<file path="src/rtl/regfile_writeback_pkg.sv">
`default_nettype none
// ============================================================================
// Module  : regfile_writeback_pkg
// Brief   : Shared widths and the buffered write-back entry type.
// Revision: 1.0 - initial release
// ============================================================================
package regfile_writeback_pkg;

  localparam int REG_ADDR_W = 5;
  localparam int XLEN       = 32;
  localparam int NUM_REGS   = 32;

  typedef struct packed {
    logic [REG_ADDR_W-1:0] rd;
    logic [XLEN-1:0]       data;
  } wb_entry_t;

endpackage
`default_nettype wire

</file>
<file path="src/rtl/regfile_writeback_if.sv">
`default_nettype none
// ============================================================================
// Module  : regfile_writeback_if
// Brief   : Valid/ready result handshake from execute/memory into write-back.
// Revision: 1.0 - initial release
// ============================================================================
interface regfile_writeback_if;
  import regfile_writeback_pkg::*;

  logic                  wb_valid;
  logic                  wb_ready;
  logic [REG_ADDR_W-1:0] wb_rd;
  logic [XLEN-1:0]       wb_data;

  modport master (output wb_valid, output wb_rd, output wb_data, input  wb_ready);
  modport slave  (input  wb_valid, input  wb_rd, input  wb_data, output wb_ready);

endinterface
`default_nettype wire

</file>
<file path="src/rtl/regfile_writeback_wb_fifo.sv">
`default_nettype none
// ============================================================================
// Module  : wb_fifo
// Brief   : In-order result FIFO exposing storage and per-slot occupancy.
// Revision: 1.0 - initial release
// ============================================================================
module wb_fifo
  import regfile_writeback_pkg::*;
#(
  parameter  int DEPTH = 4,
  localparam int PTR_W = $clog2(DEPTH)
) (
  input  wire              clk,
  input  wire              reset,
  input  wire              push,
  input  wb_entry_t        push_entry,
  input  wire              pop,
  output wb_entry_t        mem_o [DEPTH],
  output logic [DEPTH-1:0] slot_valid_o,
  output logic [PTR_W-1:0] rd_ptr_o,
  output logic             full_o,
  output logic             empty_o
);

  localparam logic [PTR_W-1:0] PTR_ONE  = PTR_W'(1);
  localparam logic [PTR_W:0]   CNT_ONE  = (PTR_W+1)'(1);
  localparam logic [PTR_W:0]   CNT_FULL = (PTR_W+1)'(DEPTH);

  wb_entry_t        mem_q [DEPTH];
  wb_entry_t        mem_d [DEPTH];
  logic [PTR_W-1:0] wr_ptr_q, wr_ptr_d;
  logic [PTR_W-1:0] rd_ptr_q, rd_ptr_d;
  logic [PTR_W:0]   count_q, count_d;
  logic             do_push, do_pop;

  assign full_o  = (count_q == CNT_FULL);
  assign empty_o = (count_q == '0);
  assign do_push = push && !full_o;
  assign do_pop  = pop && !empty_o;

  always_comb begin
    mem_d    = mem_q;
    wr_ptr_d = wr_ptr_q;
    rd_ptr_d = rd_ptr_q;
    count_d  = count_q;
    if (do_push) begin
      mem_d[wr_ptr_q] = push_entry;
      wr_ptr_d        = wr_ptr_q + PTR_ONE;
    end
    if (do_pop) begin
      rd_ptr_d = rd_ptr_q + PTR_ONE;
    end
    if (do_push && !do_pop) begin
      count_d = count_q + CNT_ONE;
    end else if (!do_push && do_pop) begin
      count_d = count_q - CNT_ONE;
    end
  end

  always_ff @(posedge clk) begin
    if (reset) begin
      wr_ptr_q <= '0;
      rd_ptr_q <= '0;
      count_q  <= '0;
      for (int i = 0; i < DEPTH; i++) begin
        mem_q[i] <= '0;
      end
    end else begin
      wr_ptr_q <= wr_ptr_d;
      rd_ptr_q <= rd_ptr_d;
      count_q  <= count_d;
      mem_q    <= mem_d;
    end
  end

  // A slot is live when its distance from the read pointer is below the count.
  for (genvar i = 0; i < DEPTH; i++) begin : g_slot_valid
    logic [PTR_W-1:0] offset;
    assign offset          = PTR_W'(i) - rd_ptr_q;
    assign slot_valid_o[i] = ({1'b0, offset} < count_q);
  end

  assign mem_o    = mem_q;
  assign rd_ptr_o = rd_ptr_q;

endmodule
`default_nettype wire

</file>
<file path="src/rtl/regfile_writeback.sv">
`default_nettype none
// ============================================================================
// Module  : regfile_writeback
// Brief   : Buffered write-back front end for the RV32I register file; filters
//           x0, honours wb_hold, exports busy_mask. Optional result forwarding
//           is enabled by defining WB_FORWARD_EN.
// Revision: 1.0 - initial release
// ============================================================================
module regfile_writeback
  import regfile_writeback_pkg::*;
#(
  parameter int DEPTH = 4
) (
  input  wire                   clk,
  input  wire                   reset,
  regfile_writeback_if.slave    wb,
  input  wire                   wb_hold,
  output logic [REG_ADDR_W-1:0] A3,
  output logic [XLEN-1:0]       WD3,
  output logic                  RegWrite,
  output logic [NUM_REGS-1:0]   busy_mask
`ifdef WB_FORWARD_EN
  ,
  input  wire  [REG_ADDR_W-1:0] fwd_a1,
  input  wire  [REG_ADDR_W-1:0] fwd_a2,
  output logic                  fwd_hit1,
  output logic                  fwd_hit2,
  output logic [XLEN-1:0]       fwd_data1,
  output logic [XLEN-1:0]       fwd_data2
`endif
);

  localparam int PTR_W = $clog2(DEPTH);

  wb_entry_t        mem [DEPTH];
  wb_entry_t        head;
  wb_entry_t        push_entry;
  logic [DEPTH-1:0] slot_valid;
  logic [PTR_W-1:0] rd_ptr;
  logic             full, empty, push, pop;

  // Writes to x0 complete the handshake but are never stored.
  assign wb.wb_ready = !full;
  assign push        = wb.wb_valid && !full && (wb.wb_rd != '0);
  assign pop         = !empty && !wb_hold;
  assign push_entry  = '{rd: wb.wb_rd, data: wb.wb_data};

  wb_fifo #(.DEPTH(DEPTH)) u_fifo (
    .clk          (clk),
    .reset        (reset),
    .push         (push),
    .push_entry   (push_entry),
    .pop          (pop),
    .mem_o        (mem),
    .slot_valid_o (slot_valid),
    .rd_ptr_o     (rd_ptr),
    .full_o       (full),
    .empty_o      (empty)
  );

  assign head     = mem[rd_ptr];
  assign RegWrite = pop;
  assign A3       = empty ? '0 : head.rd;
  assign WD3      = empty ? '0 : head.data;

  always_comb begin
    busy_mask = '0;
    for (int i = 0; i < DEPTH; i++) begin
      if (slot_valid[i]) begin
        busy_mask[mem[i].rd] = 1'b1;
      end
    end
    busy_mask[0] = 1'b0;
  end

`ifdef WB_FORWARD_EN
  logic [PTR_W-1:0] fwd_slot;

  // Walk oldest to newest so the newest matching entry wins.
  always_comb begin
    fwd_hit1  = 1'b0;
    fwd_hit2  = 1'b0;
    fwd_data1 = '0;
    fwd_data2 = '0;
    fwd_slot  = rd_ptr;
    for (int k = 0; k < DEPTH; k++) begin
      fwd_slot = rd_ptr + PTR_W'(k);
      if (slot_valid[fwd_slot] && (fwd_a1 != '0) && (mem[fwd_slot].rd == fwd_a1)) begin
        fwd_hit1  = 1'b1;
        fwd_data1 = mem[fwd_slot].data;
      end
      if (slot_valid[fwd_slot] && (fwd_a2 != '0) && (mem[fwd_slot].rd == fwd_a2)) begin
        fwd_hit2  = 1'b1;
        fwd_data2 = mem[fwd_slot].data;
      end
    end
  end
`endif

endmodule
`default_nettype wire

</file>
<file path="src/flat_wrapper.sv">
// flat-port wrapper written by rule: the top's interface ports become plain ports
module regfile_writeback_flat import regfile_writeback_pkg::*;
#(
  parameter int DEPTH = 4
)
  (clk, reset, wb_hold, A3, WD3, RegWrite, busy_mask, wb_wb_valid, wb_wb_rd, wb_wb_data, wb_wb_ready);
  regfile_writeback_if wb_i ();
  input  wire clk;
  input  wire reset;
  input  wire wb_hold;
  output logic [REG_ADDR_W-1:0] A3;
  output logic [XLEN-1:0] WD3;
  output logic RegWrite;
  output logic [NUM_REGS-1:0] busy_mask;
  input wire logic [$bits(wb_i.wb_valid)-1:0] wb_wb_valid;
  input wire logic [$bits(wb_i.wb_rd)-1:0] wb_wb_rd;
  input wire logic [$bits(wb_i.wb_data)-1:0] wb_wb_data;
  output wire logic [$bits(wb_i.wb_ready)-1:0] wb_wb_ready;
  assign wb_i.wb_valid = wb_wb_valid;
  assign wb_i.wb_rd = wb_wb_rd;
  assign wb_i.wb_data = wb_wb_data;
  assign wb_wb_ready = wb_i.wb_ready;
  regfile_writeback #(.DEPTH(DEPTH)) u_core (.clk(clk), .reset(reset), .wb(wb_i), .wb_hold(wb_hold), .A3(A3), .WD3(WD3), .RegWrite(RegWrite), .busy_mask(busy_mask));
endmodule
</file>
<file path="config.mk">
export PLATFORM = sky130hd
export DESIGN_NAME = regfile_writeback_flat
export DESIGN_NICKNAME = d
export VERILOG_FILES = /design/src/rtl/regfile_writeback_pkg.sv /design/src/rtl/regfile_writeback_if.sv /design/src/rtl/regfile_writeback_wb_fifo.sv /design/src/rtl/regfile_writeback.sv /design/src/flat_wrapper.sv
export SDC_FILE = /design/constraint.sdc
export NUM_CORES = 1
export LEC_CHECK = 0
export CORE_MARGIN = 2
export CORE_UTILIZATION = 38
export CTS_BUF_LIST = sky130_fd_sc_hd__clkbuf_4 sky130_fd_sc_hd__clkbuf_8
export DETAILED_ROUTE_END_ITERATION = 6
export PLACE_DENSITY = 0.57
export SLEW_MARGIN = 10
export SYNTH_ARGS = -nofsm -noshare
export SYNTH_HDL_FRONTEND = slang
export SYNTH_SLANG_ARGS = --single-unit
</file>
<file path="constraint.sdc">
create_clock -name clk -period 5.25 [get_ports clk]
set_clock_uncertainty 0.15 [all_clocks]
set_input_delay 1.3125 -clock clk [delete_from_list [all_inputs] [get_ports clk]]
set_output_delay 1.3125 -clock clk [all_outputs]
set_load 0.01 [all_outputs]
</file>
==> results.cfg <==
[clock_network]
cts.sinks = 155
ctsLongestPathBuffers = 2
htreeDepth = 4
tritoncts = built
hold_buffers = 0
clockRootBuffer = clkbuf_8
numCtsBuffers = 17
clock_latency_ps = 440
post_cts_resized = 0
clk_pin_slew_ps = 80
cts_setup_buffers = 0

[synth]
synth_flop_cell = dfxtp_1
syn-cell-area_um2 = 8148
async_flop_share_pct = 0
synth_warnings = 0
yosysSeqAreaShare_pct = 38.08
syn_avg_cell_area_um2 = 7.957
synth_top_family_by_area = simple AND/OR/NAND/NOR gates
yosysTopAreaCell = dfxtp_1
synth_commonest_cells = nand2_1, dfxtp_1, a21oi_1
ys_types = 47
synthXorXnorAreaFrac_pct = 0.6450
synth_edf_count = 0
yosys.area_share.adder_pct = 1.628
synth.area.top_cells = dfxtp_1, nand2_1, mux4_2
synth_compound_area_share_pct = 17.83
synth_top_area_share_pct = 38.08
yosysMostFrequentCell = nand2_1
synth_cells = 1024
synth.area.mux_share_pct = 10.47
synth-seq-cells = 155
yosys.area_share.simple_pct = 26.11
synth_fp_nets = 1075

[timing]
max_slew.worst_pin.slew_ps = 893.4
fin_setup_tns_ps = 0
fmaxAchievable_mhz = 213.1
finalHoldViolations = 0
slew_headroom_pct = 39.98
finalCritPeriodShare_pct = 89.37
fin_crit_ps = 4692
layout_setup_ws_ps = 558.0
slew_violations = 0
setup_viol = 0
rsz0062_at_grt = no

[critical_path]
rr_startpoint = u_core.u_fifo.count_q[2]
crit_path_end_kind = output pin
critical_path_class = reg2out
critPathLaunchType = flip-flop
path_cells = xnor2_1, inv_1, ha_1, nor2b_1, a211oi_1, o2bb2ai_1, or3_1, clkdlybuf4s50_1
slowest_delay_ps = 710
slowest_stage = a211oi_1
cp.required_ps = 3790
worstSetupStartpoint = u_core.u_fifo.rd_ptr_o[1]
crit_arrival_ps = 3230
crit_path_max_fanout = 8

[placed_design]
dpl.hpwl_um = 16080
place_congestion = 0.9540
numPortBuffers = 110
place_area_um2 = 9475
dp_slack_ps = 1058

[detailed_routing]
drt-pass1-iter-count = 6
via_per_inst = 5.496
drt-initial-drc-count = 527
wire_per_inst_um = 18.02
vias = 7596
drcViolationCount = 0
drt-total-wl_um = 24900
drtAntennaViolNets = 0

[pwr]
power.density_nw_per_um2 = 378.7
p_total_uw = 3753
power.leakage_uw = 0.003280
vdd_drop_max_v = 0.0001566

[global_route]
grt-ovfl-total = 0
grt_pass1_wl_um = 38960
grt_max_degree = 82
antenna_found_initial = 1
grtUsageTotal_pct = 22.26
grt_pass1_vias = 7195

[finish]
fillers = 2054
diodes = 0
drive_gt1_share_pct = 9.485
syn2layout_area_growth_pct = 21.62
final_nets = 1145
stdcell_area_um2 = 9910

[die]
row_count = 53
fp.coreArea_um2 = 21020
start_util_pct = 38.76
die_area_um2 = 22630
ios = 112
die_h_um = 150.4
die_w_um = 150.4

[run_status]
status = completed

[min_path]
hp-class = reg2reg
min_from = u_core.u_fifo.mem_o[141]

[run]
cap_violations = 0
==> flip-flops by register name (all words and copies together) (netlist names) <==
| name | cells |
|---|---|
| u_core.u_fifo.wr_ptr_q | 2 |
| u_core.u_fifo.mem_o | 148 |
| u_core.u_fifo.count_q | 3 |
| u_core.u_fifo.rd_ptr_o | 2 |
==> report_power, final <==
part | total [µW] | switching (µW) | internal (µW) | leakage [µW]
Combinational | 1400 | 820 | 578 | 0.00180
Clock | 965 | 438 | 527 | 0.000217
Sequential | 1390 | 107 | 1280 | 0.00126
==> per-stage QoR <==
stage	cells	hold WS (ps)	util (%)
6_report	1382	304.3	47.14
5_1_grt	1382	322.1	47.14
4_1_cts	1382	307.0	47.14
3_5_place_dp	1350	293.5	45.07
3_3_place_gp	1350	288.3	45.07
2_1_floorplan	1024	283.1	-
==> layout make-up <==
cell class | instances | area (µm²) | share of cell area [%]
clock buffers | 23 | 297.8 | 3.005
clock inverters | 9 | 136.4 | 1.376
inverters | 12 | 45.04 | 0.4545
multi-input cells | 777 | 4662 | 47.05
flip-flops and latches | 155 | 3105 | 31.34
well taps | 275 | 344.1 | 3.472
repair buffers | 131 | 1319 | 13.31
==> placed cells by master (no fill, tap or decap), types with 5 or more instances in the layout <==
| master | instances |
|---|---|
| a22oi_1 | 11 |
| o211ai_1 | 7 |
| nand3_1 | 9 |
| ha_1 | 9 |
| dfxtp_1 | 153 |
| buf_12 | 5 |
| clkdlybuf4s50_1 | 109 |
| a211o_1 | 13 |
| inv_1 | 11 |
| nand2b_1 | 14 |
| a221o_1 | 6 |
| nor2b_1 | 59 |
| nand2_1 | 340 |
| nor3_1 | 12 |
| nor2_1 | 34 |
| a21oi_1 | 149 |
| o22ai_1 | 7 |
| buf_4 | 17 |
| clkbuf_8 | 20 |
| o221ai_1 | 14 |
| mux4_2 | 37 |
==> worst max-delay path: cells and delay by family (launching register included) <==
family | cells | cell delay [ps]
compound gates | 2 | 970
xor+xnor | 1 | 180
fa+ha+maj | 1 | 290
buf+inv | 2 | 610
flops | 1 | 450
simple gates | 2 | 310
==> cells by family (layout without fill, tap and decap cells) <==
| family | count (synthesis) | after routing |
|---|---|---|
| buf+inv | 92 | 175 |
| other cells | 1 | 1 |
| mux | 39 | 39 |
| compound gates | 231 | 231 |
| fa+ha+maj | 10 | 10 |
| xor+xnor | 6 | 6 |
| simple gates | 490 | 490 |
| flops | 155 | 155 |
==> worst paths after layout <==
path                                    to  slack (ps)  cells after the start
setup / recovery              busy_mask[2]         560                      8
hold / removal    u_core.u_fifo.mem_o[141]         300                      2
setup reg to reg  u_core.u_fifo.count_q[2]        2490                     10
hold reg to reg   u_core.u_fifo.mem_o[141]         300                      2
==> metal layers <==
metal	up-vias	GRT usage [%]	share of wire (%)	routed length, µm
met5	-	0	0.044	11
met3	58	3.606	6.6	1643
li1	3643	-	-	-
met1	3559	29.78	44	11040
met2	334	36.18	46	11580
met4	2	8.396	2.5	633
Note: power is estimated with default switching activity, not from simulation.
==> variant 1, RTL diff (same flow settings) <==
`XLEN`: 32 -> 24.
--- a/src/rtl/regfile_writeback_pkg.sv
+++ b/src/rtl/regfile_writeback_pkg.sv
@@ -9,3 +9,3 @@
   localparam int REG_ADDR_W = 5;
-  localparam int XLEN       = 32;
+  localparam int XLEN       = 24;
   localparam int NUM_REGS   = 32;
Interface: changed (resized WD3 and wb_wb_data); port bits go from 112 to 96. No check against the original RTL was run, so the function may have changed too.
==> variant 1 against the original RTL <==
Design area fell by 16%. Clock power fell by 14%. Wire length fell by 18%. Largest power group unchanged. Critical path type unchanged. Final cell count fell by 16%. Sequential cell count fell by 32. Synthesized area fell by 15%. Power fell by 15%. Worst setup slack improved by 0.11 ns.
==> variant 1: results (changes against the original RTL) <==
<table>
<tr><th>Metric</th><th>Value</th></tr>
<tr><th colspan="2">Pwr</th></tr>
<tr><td>P_sw</td><td>0.00121 W (-12%)</td></tr>
<tr><td>Leak Pwr</td><td>2.72 nW (-17%)</td></tr>
<tr><td>Worst voltage drop across the vdd grid</td><td>0.000228 V (+46%)</td></tr>
<tr><th colspan="2">Logic synthesis</th></tr>
<tr><td>Post-synthesis share of cell area spent on full adders, half adders and majority gates</td><td>1.92% (+0.29 points)</td></tr>
<tr><td>Post-Syn Area per Cell</td><td>7.99 sq um (+0.41%)</td></tr>
<tr><td>Post-synthesis net count</td><td>909 (-15%)</td></tr>
<tr><td>Sequential-to-total area share from yosys stat</td><td>35.6% (-2.5 points)</td></tr>
<tr><td>Xor and xnor fraction of the mapped netlist area</td><td>0.759% (+0.11 points)</td></tr>
<tr><td>Most numerous cell types in the synthesized netlist</td><td>nand2_1 (268), dfxtp_1 (123), a21oi_1 (100)</td></tr>
<tr><th colspan="2">Timing</th></tr>
<tr><td>Hold slack</td><td>0.302 ns (-0.00199 ns)</td></tr>
<tr><td>FMAX</td><td>0.218 GHz (+2.5%)</td></tr>
<tr><td>Headroom to the max-slew limit</td><td>50.7% (+11 points)</td></tr>
<tr><th colspan="2">Setup path</th></tr>
<tr><td>Number of cell instances on the worst register-to-register path</td><td>9 (-1)</td></tr>
<tr><td>Worst-path fanout max</td><td>16 (+8)</td></tr>
<tr><td>Largest stage delay, worst path</td><td>0.64 ns (-0.07 ns)</td></tr>
<tr><th colspan="2">Place</th></tr>
<tr><td>Gpl congestion</td><td>0.944 (-1.0%)</td></tr>
<tr><th colspan="2">Route</th></tr>
<tr><td>Via density per instance</td><td>5.51 (+0.24%)</td></tr>
<tr><td>First DRT Iteration DRCs</td><td>526 (-0.19%)</td></tr>
<tr><th colspan="2">Cells and area</th></tr>
<tr><td>Final non-filler cell total</td><td>1,162 (-16%)</td></tr>
<tr><td>Fraction of final layout cells with drive strength greater than 1</td><td>12.0% (+2.5 points)</td></tr>
<tr><td>Number of nets in the finished design</td><td>963 (-16%)</td></tr>
<tr><th colspan="2">GRT</th></tr>
<tr><td>Global-route wire length before repair</td><td>32,500 microns (-16%)</td></tr>
<tr><td>Number of antenna violations at the first check in global routing</td><td>0 (-1)</td></tr>
<tr><th colspan="2">Hold path</th></tr>
<tr><td>Launch instance of the worst min-delay path</td><td>u_core.u_fifo.mem_o[10]$_SDFFE_PP0P_</td></tr>
<tr><td>Hold Path Sink</td><td>u_core.u_fifo.mem_o[10]$_SDFFE_PP0P_</td></tr>
<tr><th colspan="2">Status</th></tr>
<tr><td>Result of the run</td><td>completed</td></tr>
</table>
[variant 1: layer usage]
metal  wire length (microns)  GRT usage (%)  share of wire (%)
met5                       0              0                  0
met4                     340           6.17                1.7
met3                    1490           5.52                7.3
met2                    9670           34.3                 47
met1                    8940           27.4                 44
[variant 1: layout make-up]
type | instances | area (sq um)
timing repair buffer | 107 | 1040
antenna | 1 | 2.50
multi-input combinational | 658 | 4070
tap | 229 | 287
clock buffer | 23 | 298
clock inverter | 8 | 92.6
sequential | 123 | 2460
fill | 1837 | 9600
inverter | 13 | 48.8
[variant 1: critical path, delay by kind of cell (launching register included)]
kind | cells | cell delay (ns)
simple gates | 1 | 0.21
flops | 1 | 0.47
buf+inv | 2 | 0.73
compound gates | 3 | 0.91
fa+ha+maj | 1 | 0.34
==> variant 2, RTL diff (same settings) <==
Made on the original files. Reset style: asynchronous (`reset`), changed in one clocked block.
--- a/src/rtl/regfile_writeback_wb_fifo.sv
+++ b/src/rtl/regfile_writeback_wb_fifo.sv
@@ -59,3 +59,3 @@
 
-  always_ff @(posedge clk) begin
+  always_ff @(posedge clk or posedge reset) begin
     if (reset) begin
Function: differs if reset is asserted again (counterexample within 4 cycles, from zero or initial values and one cycle with reset high); with reset held inactive, the same outputs for 4 cycles.
==> variant 2 against the original RTL <==
Sequential cell count is the same. Count of clock-buffer cells in the layout fell by 5. Global-route usage decreased by 2.8 points. Design area is 6.2% higher. Largest cell class unchanged. Synthesized area increased by 10%. Die area increased by 10%. Worst setup slack got worse by 0.077 ns. Wire length decreased by 6.2%. Sequential share of layout area is 5.5 points higher. Critical path type unchanged.
Power is not compared: it rests on default switching activity, and its combinational part moved more than twofold at a synthesized area within 25%.
==> variant 2: results (changes against the original RTL) <==
<table>
<tr><th>Metric</th><th>Value</th></tr>
<tr><th colspan="2">Timing</th></tr>
<tr><td>Headroom to the max-slew limit</td><td>41.3% (+1.3 points)</td></tr>
<tr><td>Total count of hold-check failures in the final report</td><td>0 (unchanged)</td></tr>
<tr><th colspan="2">Logic synthesis</th></tr>
<tr><td>Leading post-synthesis cells by cell area</td><td>dfrtp_1 (43%), mux2_4 (20%), mux4_2 (9.3%), nor2b_1 (3.7%), mux2_2 (3.6%)</td></tr>
<tr><td>Most numerous cell types in the synthesized netlist</td><td>dfrtp_1 (155), mux2_4 (120), nor2b_1 (53)</td></tr>
<tr><td>Main synth FF type</td><td>dfrtp_1</td></tr>
<tr><td>Async set-reset flop share out of synthesis</td><td>100% (+100 points)</td></tr>
<tr><td>Number of different library cells in the post-synthesis netlist</td><td>44 (-6.4%)</td></tr>
<tr><td>Post-synthesis net count</td><td>703 (-35%)</td></tr>
<tr><td>Yosys Warn Count</td><td>0 (unchanged)</td></tr>
<tr><td>Sequential-to-total area share from yosys stat</td><td>43.1% (+5.0 points)</td></tr>
<tr><th colspan="2">Route</th></tr>
<tr><td>First DRT Iteration DRCs</td><td>329 (-38%)</td></tr>
<tr><td>Vias after detailed routing</td><td>5,827 (-23%)</td></tr>
<tr><td>Length of the first detailed-routing pass in iterations</td><td>5 (-1)</td></tr>
<tr><td>Mean routed wirelength per cell</td><td>21.8 microns (+21%)</td></tr>
<tr><th colspan="2">GRT</th></tr>
<tr><td>Global-route usage over all layers</td><td>19.4% (-2.8 points)</td></tr>
<tr><td>Via count of the first global-routing pass</td><td>6,269 (-13%)</td></tr>
<tr><td>Global-route wire length before repair</td><td>36,700 microns (-5.7%)</td></tr>
<tr><td>Number of antenna violations at the first check in global routing</td><td>0 (-1)</td></tr>
<tr><td>Maximum number of pins on one net before global-route repair</td><td>75 (-8.5%)</td></tr>
<tr><th colspan="2">Setup path</th></tr>
<tr><td>Worst-path fanout max</td><td>17 (+9)</td></tr>
<tr><td>FF-to-FF Start</td><td>u_core.u_fifo.count_q[0]$_DFFE_PP0P_</td></tr>
<tr><td>CP max-delay cell</td><td>dfrtp_2</td></tr>
<tr><td>Setup crit start</td><td>u_core.u_fifo.rd_ptr_o[0]$_DFFE_PP0P_</td></tr>
<tr><th colspan="2">Cells and area</th></tr>
<tr><td>Number of nets in the finished design</td><td>792 (-31%)</td></tr>
<tr><td>Fraction of final layout cells with drive strength greater than 1</td><td>31.5% (+22 points)</td></tr>
<tr><th colspan="2">Hold path</th></tr>
<tr><td>Launch instance of the worst min-delay path</td><td>u_core.u_fifo.mem_o[98]$_DFFE_PP0P_</td></tr>
<tr><th colspan="2">Place</th></tr>
<tr><td>Area of placed instances</td><td>10,100 sq um (+7.0%)</td></tr>
<tr><td>Gpl congestion</td><td>0.883 (-7.4%)</td></tr>
<tr><td>Detailed placer's ending HPWL</td><td>15,500 microns (-3.7%)</td></tr>
<tr><th colspan="2">Status</th></tr>
<tr><td>Result of the run</td><td>completed</td></tr>
</table>
## variant 2: cell families (layout without fill, tap and decap cells)
group | after synthesis | in the layout | synth area share (%)
AO/OA/AOI/OAI | 73 | 73 | 6.76
other | 1 | 1 | 0.0417
buffers and inverters | 61 | 162 | 5.56
multiplexers | 186 | 186 | 32.9
XOR/XNOR | 7 | 7 | 0.682
AND/OR/NAND/NOR | 159 | 159 | 9.44
flip-flops | 155 | 155 | 43.1
adder cells (fa/ha/maj) | 10 | 10 | 1.47
## variant 2: final cells by class
class	instances	area share (%)
Multi-Input combinational cell	436	43.9
Sequential cell	155	36.9
Timing Repair Buffer	120	11.3
Tap cell	319	3.79
Clock buffer	18	2.29
Clock inverter	13	1.38
Inverter	11	0.428
## variant 2: critical path: cells and delay by family, from the launching register on
kind,cells,cell delay (ns)
adders and majority gates,1,0.26
buffers and inverters,2,0.64
AOI/OAI and AO/OA,3,0.94
DFF,1,0.57
xor gates and xnor gates,1,0.28
and+or+nand+nor,1,0.16
## variant 2: worst paths after layout
path	endpoint	slack, ns	depth (start not counted)
min in group asynchronous	u_core.u_fifo.mem_o[98]$_DFFE_PP0P_	1.22	2
worst min register to register	u_core.u_fifo.mem_o[98]$_DFFE_PP0P_	0.36	1
worst max register to register	u_core.u_fifo.count_q[1]$_DFFE_PP0P_	2.67	8
worst max-delay path	busy_mask[30]	0.48	8
worst min-delay path	u_core.u_fifo.mem_o[98]$_DFFE_PP0P_	0.36	1
max in group asynchronous	u_core.u_fifo.rd_ptr_o[0]$_DFFE_PP0P_	2.65	3
## variant 2: metrics by stage
stage	power, W	utilization, %	setup WS (ns)	std cells	hold WS, ns
3_3_place_gp	0.00685	43.4	0.986	1041	0.333
2_1_floorplan	0.00533	-	1.11	652	0.325
6_report	0.00781	45.1	0.481	1072	0.360
3_5_place_dp	0.00693	43.4	0.981	1041	0.339
4_1_cts	0.00787	45.1	0.475	1072	0.363
5_1_grt	0.00828	45.1	0.278	1072	0.371
## variant 2: power groups by stage
stage	combinational, W	clock [W]	sequential (W)
floorplan	0.00326	0	0.00207
global placement	0.00450	0	0.00236
detailed placement	0.00453	0	0.00240
CTS	0.00456	0.000923	0.00239
global route	0.00482	0.000978	0.00249
finish	0.00451	0.000899	0.00240
## variant 2: per-layer routing
metal  part of all wire (%)  GRT usage, %  up-vias
met2                     47          31.2      205
met5                      0             0        -
li1                       -             -     2582
met3                    6.2          4.71       45
met1                     44          26.1     2995
met4                    2.3          5.97        0
